==> src/rtl/pdm_mic_emu.sv <==
// PDM MEMS-microphone emulator: PCM samples in through a small FIFO, 1-bit PDM out
// from a 2nd-order sigma-delta loop clocked by the host's mic clock.
module pdm_mic_emu #(
    parameter int C_OSR     = 64,
    parameter int C_CH_SEL  = 0,
    parameter int C_CLAMP   = 1536,
    parameter int C_FIFO_AW = 2
) (
    input  logic                   CK_i,
    input  logic                   XARST_i,
    input  logic                   MIC_CK_i,
    input  logic signed [11:0]     PCM_DATs_i,
    input  logic                   PCM_VLD_i,
    output logic                   PCM_RDY_o,
    output logic                   MIC_DAT_o,
    output logic                   UNDF_o,
    output logic [C_FIFO_AW:0]     FIFO_CNTs_o
);

    localparam int C_DEPTH = 2 ** C_FIFO_AW;
    localparam int C_OSR_W = $clog2(C_OSR);

    localparam logic signed [11:0] C_CLAMP_P = 12'(C_CLAMP);
    localparam logic signed [11:0] C_CLAMP_N = -12'(C_CLAMP);
    localparam logic signed [14:0] C_I1_MAX  = 15'h3FFF;
    localparam logic signed [14:0] C_I1_MIN  = 15'h4000;
    localparam logic signed [18:0] C_I2_MAX  = 19'h3FFFF;
    localparam logic signed [18:0] C_I2_MIN  = 19'h40000;

    logic                       r_s1, r_s2, r_s3;
    logic                       w_rise, w_fall, w_ev;

    logic signed [11:0]         r_mem [C_DEPTH];
    logic [C_FIFO_AW-1:0]       r_wrPtr, r_rdPtr;
    logic [C_FIFO_AW:0]         r_cnt, w_cntNext;
    logic                       r_rdy;
    logic                       w_push, w_pop, w_wrap;

    logic [C_OSR_W-1:0]         r_osr;
    logic signed [11:0]         r_x, w_xc;
    logic                       r_undf;

    logic signed [14:0]         r_i1, w_i1New;
    logic signed [18:0]         r_i2, w_i2New;
    logic signed [20:0]         w_fb, w_i1Sum, w_i2Sum;
    logic                       r_dat;

    always_ff @(posedge CK_i or negedge XARST_i) begin
        if (!XARST_i) begin
            r_s1 <= 1'b0;
            r_s2 <= 1'b0;
            r_s3 <= 1'b0;
        end else begin
            r_s1 <= MIC_CK_i;
            r_s2 <= r_s1;
            r_s3 <= r_s2;
        end
    end

    assign w_rise = r_s2 & ~r_s3;
    assign w_fall = ~r_s2 & r_s3;
    assign w_ev   = (C_CH_SEL == 0) ? w_rise : w_fall;

    assign w_wrap = w_ev && (r_osr == C_OSR_W'(C_OSR - 1));
    assign w_push = PCM_VLD_i & r_rdy;
    // The pop looks at the occupancy before this cycle's push, so an empty FIFO underflows.
    assign w_pop  = w_wrap && (r_cnt != '0);

    always_comb begin
        w_cntNext = r_cnt;
        if (w_push && !w_pop) begin
            w_cntNext = r_cnt + (C_FIFO_AW + 1)'(1);
        end else if (!w_push && w_pop) begin
            w_cntNext = r_cnt - (C_FIFO_AW + 1)'(1);
        end
    end

    always_ff @(posedge CK_i) begin
        if (w_push) begin
            r_mem[r_wrPtr] <= PCM_DATs_i;
        end
    end

    always_ff @(posedge CK_i or negedge XARST_i) begin
        if (!XARST_i) begin
            r_wrPtr <= '0;
            r_rdPtr <= '0;
            r_cnt   <= '0;
            r_rdy   <= 1'b1;
            r_osr   <= '0;
            r_x     <= '0;
            r_undf  <= 1'b0;
        end else begin
            if (w_push) begin
                r_wrPtr <= r_wrPtr + C_FIFO_AW'(1);
            end
            if (w_pop) begin
                r_rdPtr <= r_rdPtr + C_FIFO_AW'(1);
                r_x     <= r_mem[r_rdPtr];
            end
            if (w_wrap && (r_cnt == '0)) begin
                r_undf <= 1'b1;
            end
            if (w_ev) begin
                r_osr <= w_wrap ? '0 : r_osr + C_OSR_W'(1);
            end
            r_cnt <= w_cntNext;
            r_rdy <= (w_cntNext != (C_FIFO_AW + 1)'(C_DEPTH));
        end
    end

    always_comb begin
        w_xc = r_x;
        if (r_x > C_CLAMP_P) begin
            w_xc = C_CLAMP_P;
        end else if (r_x < C_CLAMP_N) begin
            w_xc = C_CLAMP_N;
        end
    end

    // Sums are formed 21 bits wide so both saturation checks see the true value.
    always_comb begin
        w_fb    = r_dat ? 21'sd2048 : -21'sd2048;
        w_i1Sum = 21'(r_i1) + 21'(w_xc) - w_fb;
        w_i1New = w_i1Sum[14:0];
        if (w_i1Sum > 21'(C_I1_MAX)) begin
            w_i1New = C_I1_MAX;
        end else if (w_i1Sum < 21'(C_I1_MIN)) begin
            w_i1New = C_I1_MIN;
        end
        w_i2Sum = 21'(r_i2) + 21'(w_i1New) - w_fb;
        w_i2New = w_i2Sum[18:0];
        if (w_i2Sum > 21'(C_I2_MAX)) begin
            w_i2New = C_I2_MAX;
        end else if (w_i2Sum < 21'(C_I2_MIN)) begin
            w_i2New = C_I2_MIN;
        end
    end

    always_ff @(posedge CK_i or negedge XARST_i) begin
        if (!XARST_i) begin
            r_i1  <= '0;
            r_i2  <= '0;
            r_dat <= 1'b0;
        end else if (w_ev) begin
            r_i1  <= w_i1New;
            r_i2  <= w_i2New;
            r_dat <= ~w_i2New[18];
        end
    end

    assign PCM_RDY_o   = r_rdy;
    assign MIC_DAT_o   = r_dat;
    assign UNDF_o      = r_undf;
    assign FIFO_CNTs_o = r_cnt;

endmodule

==> config.mk <==
export PLATFORM = sky130hd
export DESIGN_NAME = pdm_mic_emu
export DESIGN_NICKNAME = d
export VERILOG_FILES = /design/src/rtl/pdm_mic_emu.sv
export SDC_FILE = /design/constraint.sdc
export NUM_CORES = 1
export LEC_CHECK = 0
export ABC_AREA = 1
export CORE_UTILIZATION = 60
export DETAILED_ROUTE_END_ITERATION = 10
export PLACE_DENSITY = 0.88
export SLEW_MARGIN = 40
export SYNTH_ARGS = -nofsm -noshare
export SYNTH_HDL_FRONTEND = slang
export SYNTH_SLANG_ARGS = --single-unit
==> constraint.sdc <==
create_clock -name CK_i -period 9.6 [get_ports CK_i]
set_input_delay 1.44 -clock CK_i [delete_from_list [all_inputs] [get_ports CK_i]]
set_output_delay 1.44 -clock CK_i [all_outputs]
set_load 0.05 [all_outputs]
Word-level counts from Yosys, hierarchy flattened
Memory sizes are Yosys's and may differ from the RTL's. A register that Yosys moved wholly into a read port is not among the register bits. Index checks and enable logic that the tools add are counted.

Add/subtract/negate cells: 9. Equality and inequality tests: 2. Reductions and logical operators: 10. Muxes and demuxes: 12. Bitwise operators: 4. $lt $le $gt $ge: 6.

Operators by type and width (count): two-way mux 19 bit (2); two-way mux 15 bit (2); two-way mux 12 bit (2); greater-than comparator 21 x 15 -> 1 bit, second input constant (1); greater-than comparator 21 x 19 -> 1 bit, second input constant (1); less-than comparator 21 x 15 -> 1 bit, second input constant (1); less-than comparator 21 x 19 -> 1 bit, second input constant (1); two-way mux 21 bit (1); subtractor 16 x 21 -> 21 bit (1); subtractor 20 x 21 -> 21 bit (1); adder 19 x 15 -> 20 bit (1); adder 15 x 12 -> 16 bit (1); greater-than comparator 12 bit, second input constant (1); less-than comparator 12 bit, second input constant (1); adder 6 x 1 -> 6 bit, second input constant (1); equality test 6 bit, second input constant (1); two-way mux 3 bit (2); two-way mux 6 bit (1); logical AND 1 bit (5); adder 2 x 1 -> 2 bit, second input constant (2); adder 3 x 1 -> 3 bit, second input constant (1); logical NOT 1 bit (3); logical NOT 3 bit (1); != test 3 bit, second input constant (1); 5 further kinds (8).

Memories: 1. Output and inout bits: 6. Word-level logic and storage cells: 56. Memory bits (writable): 48. Bits of input ports: 16. Register bits after elaboration: 53.

Memories: r_mem (depth 4, width 12, rd ports 1, clocked after Yosys merged registers in 1, write ports 1, RTL line 33) `logic signed [11:0] r_mem [C_DEPTH];`.

Logic depth before layout (Yosys ltp)
Gate-level depths: netlist of the first run.

Depth in word-level cells: 14. Mapped depth: 40. Mapped depth without buffers: 38.

Worst setup path after synthesis of the first run
No wires, ideal clock.

Path kind: register to register. Start point: register r_dat (netlist: MIC_DAT_o). End point: register r_i2[10]. Clock period less this slack: 5.360 ns. Data arrival time: 5.240 ns. Cell stages (with the launch flop): 30. Slack: 4.240 ns. Setup time: 0.121 ns. Path buffers: 2. Data required time: 9.479 ns. Cells stage by stage: dfrtp_1 -> inv_1 -> fa_1 -> inv_1 -> ha_1 -> a21oi_1 -> o21ai_0 -> a21oi_1 -> nand2_1 -> nand2_1 -> nand2_2 -> o21ai_4 -> buf_12 -> nand2_4 -> nand2_4 -> inv_1 -> fa_1 -> inv_1 -> ha_1 -> nand2_1 -> nand2_1 -> inv_1 -> nand2_1 -> a21oi_1 -> nand4_1 -> nand2_2 -> nand2_4 -> a21oi_4 -> buf_6 -> a21oi_2.

Cells in the longest elaborated chain, start to end: 10. Elaborated cells between the ends (all ways): 12. Those cells by class: add/sub: 3; order compare: 4; mux: 5.

RTL lines: from (decl) (RTL line 46) `logic r_dat;`; from (signal assigned) (RTL line 148) `r_dat <= ~w_i2New[18];`; two-way mux 21 bit * (RTL line 123) `w_fb = r_dat ? 21'sd2048 : -21'sd2048;`; subtractor 16 x 21 -> 21 bit (RTL line 124) `w_i1Sum = 21'(r_i1) + 21'(w_xc) - w_fb;`; less-than comparator 21 x 15 -> 1 bit (RTL line 128) `end else if (w_i1Sum < 21'(C_I1_MIN)) begin`; two-way mux 15 bit (RTL line 128); two-way mux 15 bit (RTL line 126) `if (w_i1Sum > 21'(C_I1_MAX)) begin`; adder 19 x 15 -> 20 bit (RTL line 131) `w_i2Sum = 21'(r_i2) + 21'(w_i1New) - w_fb;`; subtractor 20 x 21 -> 21 bit * (RTL line 131); less-than comparator 21 x 19 -> 1 bit (RTL line 135) `end else if (w_i2Sum < 21'(C_I2_MIN)) begin`; two-way mux 19 bit (RTL line 135); two-way mux 19 bit * (RTL line 133) `if (w_i2Sum > 21'(C_I2_MAX)) begin`; to (signal assigned) (RTL line 147) `r_i2 <= w_i2New;`; to (decl) (RTL line 44) `logic signed [18:0] r_i2, w_i2New;`.

Mark *: on every way between the ends. The rest lies on a longest branch, timed or not. A chain may end at the register's enable or synchronous reset.

Final worst setup path of the first run
Start point: register r_x[7] (read register of r_mem). End point: register r_i2[3].

Cells in the longest elaborated chain, start to end: 13. Elaborated cells between the ends (all ways): 16. Those cells by class: add/sub: 4; order compare: 6; mux: 6.

RTL lines: from (decl) (RTL line 40) `logic signed [11:0] r_x, w_xc;`; less-than comparator 12 bit (RTL line 116) `end else if (r_x < C_CLAMP_N) begin`; two-way mux 12 bit (RTL line 116); two-way mux 12 bit * (RTL line 114) `if (r_x > C_CLAMP_P) begin`; adder 15 x 12 -> 16 bit * (RTL line 124); subtractor 16 x 21 -> 21 bit * (RTL line 124); less-than comparator 21 x 15 -> 1 bit (RTL line 128); two-way mux 15 bit (RTL line 128); two-way mux 15 bit * (RTL line 126); via w_i1New[12] (RTL line 43) `logic signed [14:0] r_i1, w_i1New;`; adder 19 x 15 -> 20 bit * (RTL line 131); subtractor 20 x 21 -> 21 bit * (RTL line 131); less-than comparator 21 x 19 -> 1 bit (RTL line 135); two-way mux 19 bit (RTL line 135); two-way mux 19 bit * (RTL line 133).

Mark *: on every way through the listed nets, which the timed path passes. The rest lies on a longest branch.

==> results of run 1 <==
-- registers in the layout, summed over array words and instances, names as in the netlist --
register,flops
r_s1,1
r_rdPtr,2
UNDF_o,1
r_mem,48
r_i1,15
MIC_DAT_o,1
r_x,12
r_i2,19
r_s2,1
FIFO_CNTs_o,3
PCM_RDY_o,1
r_s3,1
r_osr,6
r_wrPtr,2
-- logic make-up (layout without fill, tap and decap cells) --
group | count (synthesis) | count (layout) | synth area share, %
adder cells (fa/ha/maj) | 77 | 77 | 13.2
AND/OR/NAND/NOR | 408 | 408 | 23.4
flip-flops | 113 | 113 | 38.9
AO/OA/AOI/OAI | 107 | 107 | 9.21
buffers and inverters | 199 | 235 | 10.5
XOR/XNOR | 30 | 30 | 3.33
multiplexers | 11 | 11 | 1.57
-- layer usage --
| layer | track usage [%] | vias to the layer above | part of all wire, % |
|---|---|---|---|
| met5 | 0 | - | 0 |
| met2 | 47.8 | 130 | 51 |
| met4 | 11.8 | 0 | 2.7 |
| met1 | 29.4 | 2834 | 43 |
| met3 | 5.45 | 34 | 3.2 |
| li1 | - | 3034 | - |
-- stage by stage --
stage | hold slack, ps | utilization [%] | instances | instance area, um^2
after floorplan | 331 | - | 945 | 7900
after global placement | 335 | 64.3 | 1121 | 8180
after detailed placement | 335 | 64.4 | 1121 | 8190
after CTS | 346 | 69.1 | 1153 | 8800
after global routing | 354 | 69.2 | 1153 | 8800
final | 347 | 69.2 | 1153 | 8800
-- worst max-delay path: cells and delay by family (launching register included) --
kind,cells,cell delay (ps)
AND/OR/NAND/NOR,17,2120
buffers and inverters,4,290
adder cells (fa/ha/maj),4,1710
flip-flops,1,390
AO/OA/AOI/OAI,5,1470
-- area by class of cell --
type                            count  area, um^2
Multi-Input combinational cell    633        4010
Fill cell                         963        3920
Sequential cell                   113        3070
Inverter                          180         678
Clock buffer                       18         439
Timing Repair Buffer               23         224
Tap cell                          172         215
Clock inverter                     14         163
-- cells in the final DEF, fill, tap and decap left out, drive strengths merged, types with 5 or more instances in the layout --
cell | synthesis | routed
a21oi | 48 | 48
a31oi | 5 | 5
clkbuf | 9 | 18
clkdlybuf4s50 | 0 | 20
clkinv | 3 | 10
dfrtp | 64 | 64
edfxtp | 48 | 48
fa | 10 | 10
ha | 67 | 67
inv | 177 | 179
mux2 | 11 | 11
nand2 | 270 | 270
nand3 | 24 | 24
nand4 | 6 | 6
nor2 | 99 | 99
nor3 | 5 | 5
o21ai | 27 | 27
o21bai | 6 | 6
o32ai | 12 | 12
xnor2 | 11 | 11
xor2 | 19 | 19
-- how the worst max path moves through the flow --
stage,end,slack (ps),cells after the start
final,r_i2[3],3470,30
after detailed placement,r_i2[3],3520,30
after CTS,r_i2[3],3480,30
after global placement,r_i2[7],3640,30
after floorplan,r_i2[10],4240,29
after global routing,r_i2[3],2950,31
==> results.md, run 1 <==
- The classification of the worst-slack hold path is register to register.
- The final count of hold timing violations is 0.
- No sink is reached through more buffers than the 2 on the longest clock path.
- In the routed design, unresolved DRC markers number 0.
- The number of global-route vias before repair is approximately 6000.
- The number of enable flip-flop cells after synthesis is between 40 and 50.
- The clock latency on the worst-skew pair is between 400 and 500 ps.
- Headroom to the max-slew limit came out at 46.6%.
- The total wire length after detailed routing is between 15 and 20 mm.
- The actual slew at the worst max-slew pin is between 800 and 900 ps.
- The number of setup buffers added after CTS is 0.
- Clock skew on the completed layout was measured at about 11 ps.
- The critical path's slowest cell is sky130_fd_sc_hd__a21oi_4.
- The final-stage net count is approximately 1100.
- The count of hold-fix buffers inserted at cts is 0.
- The effective utilization at floorplan is between 60% and 70%.
- The count of input and output buffers is 21.
- The number of failing setup endpoints in the final timing report is 0.
- Counting the buffers created by CTS gives 17.
- The dominant synthesized flop cell is sky130_fd_sc_hd__dfrtp_1.
- In the final routed layout, each cell accounts on average for about 14 um.
- By startpoint and endpoint, the worst setup path is classified as register to register.
- In this run the biggest area consumer among cell types represents roughly 20% of the synthesized area.
- The synthesized design spends more area on one cell type than any other, namely sky130_fd_sc_hd__dfrtp_1.
- The minimum clock period is about 6100 ps.
- Relative to the synthesized area, the layout overhead comes to 11.4%.
- The die footprint is around 14000 um^2.
- The floorplan has a little over 40 rows.
- The via count normalized by instance count is approximately 5.2.
- The count of different cell masters after synthesis is between 40 and 50.
- After clock tree synthesis, the repair step resized 0 gates.
- In this run the critical register-to-register path is launched from r_x[7].
- Across all register-to-register paths, the minimum setup slack is 3470 ps.
- The synthesized area is 7900 um^2.
- Clock tree synthesis found a total of 113 sinks.
- The maximum single-stage delay on the critical path is 530 ps.
- Synthesis produced a netlist whose cell count is about 950.
- Routability-driven placement finished with a final weighted congestion of around 0.93.
- The post-placement setup slack is between 3000 and 4000 ps.
- The worst hold path terminates at r_s2.
- The number of pins with negative max-slew slack in the final report came to 0.
- In the synthesized netlist, the cells that appear most often are sky130_fd_sc_hd__nand2_1 (213), sky130_fd_sc_hd__inv_1 (159), sky130_fd_sc_hd__nor2_1 (91), sky130_fd_sc_hd__ha_1 (67), sky130_fd_sc_hd__dfrtp_1 (64).
- The clock tree from TritonCTS is done.
- Entering global routing, the biggest net connects 66 pins.
- The total number of vias is 6032.
- In the post-synthesis netlist, the biggest area contributors are sky130_fd_sc_hd__dfrtp_1 (20%), sky130_fd_sc_hd__edfxtp_1 (18%), sky130_fd_sc_hd__ha_1 (11%).
- The post-DP HPWL is approximately 11 mm.
- The worst setup path is captured at a register.
- Setup repair after global routing left no endpoint under its margin.
- Clock tree synthesis selected as its root buffer the cell sky130_fd_sc_hd__clkbuf_16.
- Tracing the worst setup path back leads to its startpoint at r_x[7].
- In this run the vertical extent of the chip is ~120 um.
- The share of synthesized area occupied by flip-flops and latches is just under 40%.
- The number of nets with antenna violations after detailed routing is 0.
- The first global-routing pass estimated ~27 mm of wire.
- The cell seen most often among critical-path stages is sky130_fd_sc_hd__nand2_1.
- Counting flops and latches in the post-synthesis netlist gives ~110.
- Across all setup checks in the final design, the least slack found is 3470 ps.
- The number of max-cap violations is 0.
- In this run the worst path has a maximum fanout of 16.
- The number of stages on the worst hold path is 0.
- The pre-antenna-repair detailed-routing pass consisted of 5 iterations.
- The number of synthesis warnings is 0.
- The run finished with clean final reports.
- For this run the aggregate overflow at the end of global routing stands at 0.
- The top-level I/O count is 22.
- The number of antenna diodes in the final layout is 0.
- In this run the horizontal extent of the chip is 117 um.
- The endpoint required time on the critical path is roughly 10000 ps.
- A synthesized cell averages about 8.4 um^2.
- The most used standard cell by instance count after synthesis is sky130_fd_sc_hd__nand2_1.
- The post-route setup TNS is 0 ps.
- The worst hold path begins at r_s1.
- Based on the critical path, the design can be clocked at up to around 0.16 GHz.
- The first routing iteration left ~320 violations.
- For the worst flop-to-flop path, the logic depth is 30.
- The H-tree was split into 4 levels.
- The number of antenna violations at the first check in global routing is 0.
- The critical path launch point type is a register.
- The number of nets handed over by synthesis was approximately 1000.
- In the final layout, the share of cells above drive strength 1 is between 10% and 20%.
- The end of the worst register-to-register path is r_i2[3].
- For this run, asynchronously set or reset flops after synthesis account for 57.5%.
- The critical path data arrival time is ~6400 ps.
- The clock-pin slew on the worst setup and hold paths is roughly 60 ps.
- The total core area is ~13000 um^2.
- The ratio of final minimum period to clock period is a little under two thirds.
- The global-route usage over all layers is a little over a quarter.
Power of run 1 is left out: the tool's default activity adds up to more than one toggle a clock period on the data nets, which glitch-free logic cannot reach.
==> run 2: changes to the inputs <==
- CORE_UTILIZATION: 60 -> 57
- PLACE_DENSITY: 0.88 -> 0.87
- clock period: 9.6 -> 5.5 ns (I/O delays scaled with it)
==> run 2 against run 1 <==
Compared with the run above:
- non-clock buffer count rose by 20
- maximum frequency up 14%
- core utilization increased by 0.67 points
- die area rose by 5.2%
- first-iteration DRC count is 41% higher
- register-to-register slack got worse by 3300 ps
==> results.md, run 2 (same netlist as run 1, synthesis figures left out) <==
- The final count of hold timing violations is 0 (unchanged).
- The critical path data arrival time is 5690 ps (-700 ps).
- The weighted congestion at the end of routability-driven global placement is 0.912 (-2.1%).
- The clock tree buffer depth is 2 (unchanged).
- The largest registers in the layout are r_mem: 48 flops, r_i2: 19 flops, r_i1: 15 flops.
- The cell sitting at the root of the clock tree is a sky130_fd_sc_hd__clkbuf_16.
- The overall overflow remaining after global route is 0 (unchanged).
- The final cell utilization of the core is 69.8% (+0.67 points).
- The top-level I/O count is 22 (unchanged).
- The number of failing setup endpoints in the final timing report is 0 (unchanged).
- The antenna diode instance count came to 0 (unchanged).
- The wire length of the first global-routing pass is 27.3 mm (+0.51%).
- The worst setup path is captured at a register.
- The actual slew at the worst max-slew pin was 780 ps (-21.4 ps).
- The number of global-route vias before repair was 6156 (-0.21%).
- The clock-pin slew on the worst setup and hold paths was 50 ps (about the same).
- The pin count of the biggest net entering global routing was 66 (unchanged).
- The flow ran to the end, and the final reports show no timing, DRC or antenna violations.
- The effective utilization at floorplan is 58.9% (-3.1 points).
- The kind of critical path is register to register.
- The number of DRC markers after the initial detailed-route iteration came to 454 (+41%).
- The DRC violation count after routing is 0 (unchanged).
- The maximum clock frequency came to 0.186 GHz (+14%).
- TritonCTS built the clock tree.
- The number of nets with antenna violations after detailed routing is 0 (unchanged).
- The die footprint is 14300 um^2 (+5.2%).
- The critical path launch point type is a register.
- The leading cell type in the layout, fill and taps excluded is sky130_fd_sc_hd__nand2_1.
- The final-stage net count is 1081 (+1.9%).
- The area growth from synthesis to layout is 18.5%.
- The number of antenna violations at the first check in global routing is 0 (unchanged).
- The H-tree level count came to 4 (unchanged).
- The fill cell instance count of the final layout is 897 (-6.9%).
- The maximum single-stage delay on the critical path is 410 ps (-120 ps).
- The total core area is 13400 um^2 (+5.3%).
- The CTS sink count is 113 (unchanged).
- The clock latency on the worst-skew pair is 420 ps (about the same).
- The count of input and output buffers is 21 (unchanged).
- The library cells used most frequently in the layout, excluding fill and tap cells, are sky130_fd_sc_hd__nand2_1 (201), sky130_fd_sc_hd__inv_1 (157), sky130_fd_sc_hd__nor2_1 (82).
- The largest individual stage delay along the critical path comes from the cell sky130_fd_sc_hd__dfrtp_1.
- The number of pins with negative max-slew slack in the final report is 0 (unchanged).
- r_mem holds more flip-flops than any other register.
- The number of rows created at floorplan came to 42 (+2.4%).
- The ratio of final minimum period to clock period is 97.6% (+34 points).
- The number of max-cap violations is 0 (unchanged).
- The overall die width is 120 um (+2.6%).
- The worst clock skew is 9.94 ps (-1.06 ps).
- The count of hold-fix buffers inserted at cts was 0 (unchanged).
- The classification of the worst-slack hold path is register to register.
- The fraction of layout instances using a drive strength above 1 is 22.9% (+6.7 points).
- The top fanout value on the critical path is 8 (-8).
- The global-route usage over all layers is 24.0% (-2.2 points).
- The endpoint required time on the critical path was 5830 ps (-4030 ps).
- The average wire length per cell after detail routing was 14.9 um (+7.9%).
- The number of buffers created by CTS is 17 (unchanged).
- The via count normalized by instance count came to 5.44 (+3.9%).
- By instance count, the cell type seen most on the critical path is sky130_fd_sc_hd__nand2_1.
- The height of the die came to 120 um (+2.6%).
- The minimum clock period is 5370 ps (-761 ps).
- The total wire length after detailed routing came to 17.6 mm (+10%).
- The total number of vias was 6398 (+6.1%).
- The flip-flop count of the largest register, all copies and words added is 48 (unchanged).
- The post-DP HPWL is 11.4 mm (+1.4%).
- The number of detailed-route iterations in the first pass came to 5 (unchanged).
- The relative max-transition margin is 48.0% (+1.4 points).
## run 2: stage by stage
step	setup TNS (ps)	instance area, um^2	setup WS, ps	instances	hold slack (ps)
CTS	0	8910	58.1	1169	350
global placement	0	8310	198	1136	337
finish	0	9360	134	1177	347
detailed placement	0	8350	77.4	1137	337
global route	-2350	9360	-170	1177	364
floorplan	0	7900	140	945	331
## run 2: cell type report
class / count / area, um^2 / share of cell area, %
clock inverters: 14 / 130 / 1.39
well taps: 176 / 220 / 2.35
flip-flops and latches: 113 / 3070 / 32.8
multi-input cells: 633 / 4350 / 46.4
inverters: 180 / 678 / 7.25
clock buffers: 18 / 429 / 4.59
repair buffers: 43 / 487 / 5.20
## run 2: final timing paths
check	cells past startpoint	end	slack (ps)	from
max	37	r_i2[5]	130	r_x[3]
min	0	r_s2	350	r_s1
max reg2reg	37	r_i2[5]	130	r_x[3]
min reg2reg	0	r_s2	350	r_s1
max in group asynchronous	2	r_i2[11]	4590	XARST_i
min in group asynchronous	2	r_osr[5]	500	XARST_i
## run 2: worst max-delay path: cells and delay by family, from the launching register on
family	cells	cell delay, ps
simple gates	24	2580
fa+ha+maj	4	1150
compound gates	3	570
buf+inv	6	550
flops	1	410
## run 2: routing by layer
layer | vias up | track usage, % | part of all wire (%)
met5 | - | 0 | 0
met2 | 217 | 43.1 | 52
met1 | 3052 | 29.1 | 42
met3 | 57 | 3.66 | 4.1
li1 | 3072 | - | -
met4 | 0 | 8.67 | 2.8
## run 2: repair_timing
item	4_1_cts	5_1_grt
gates resized for setup	0	63
endpoints found under the setup margin	0	20
setup buffers	0	6
Power of run 2 is left out for the same reason.
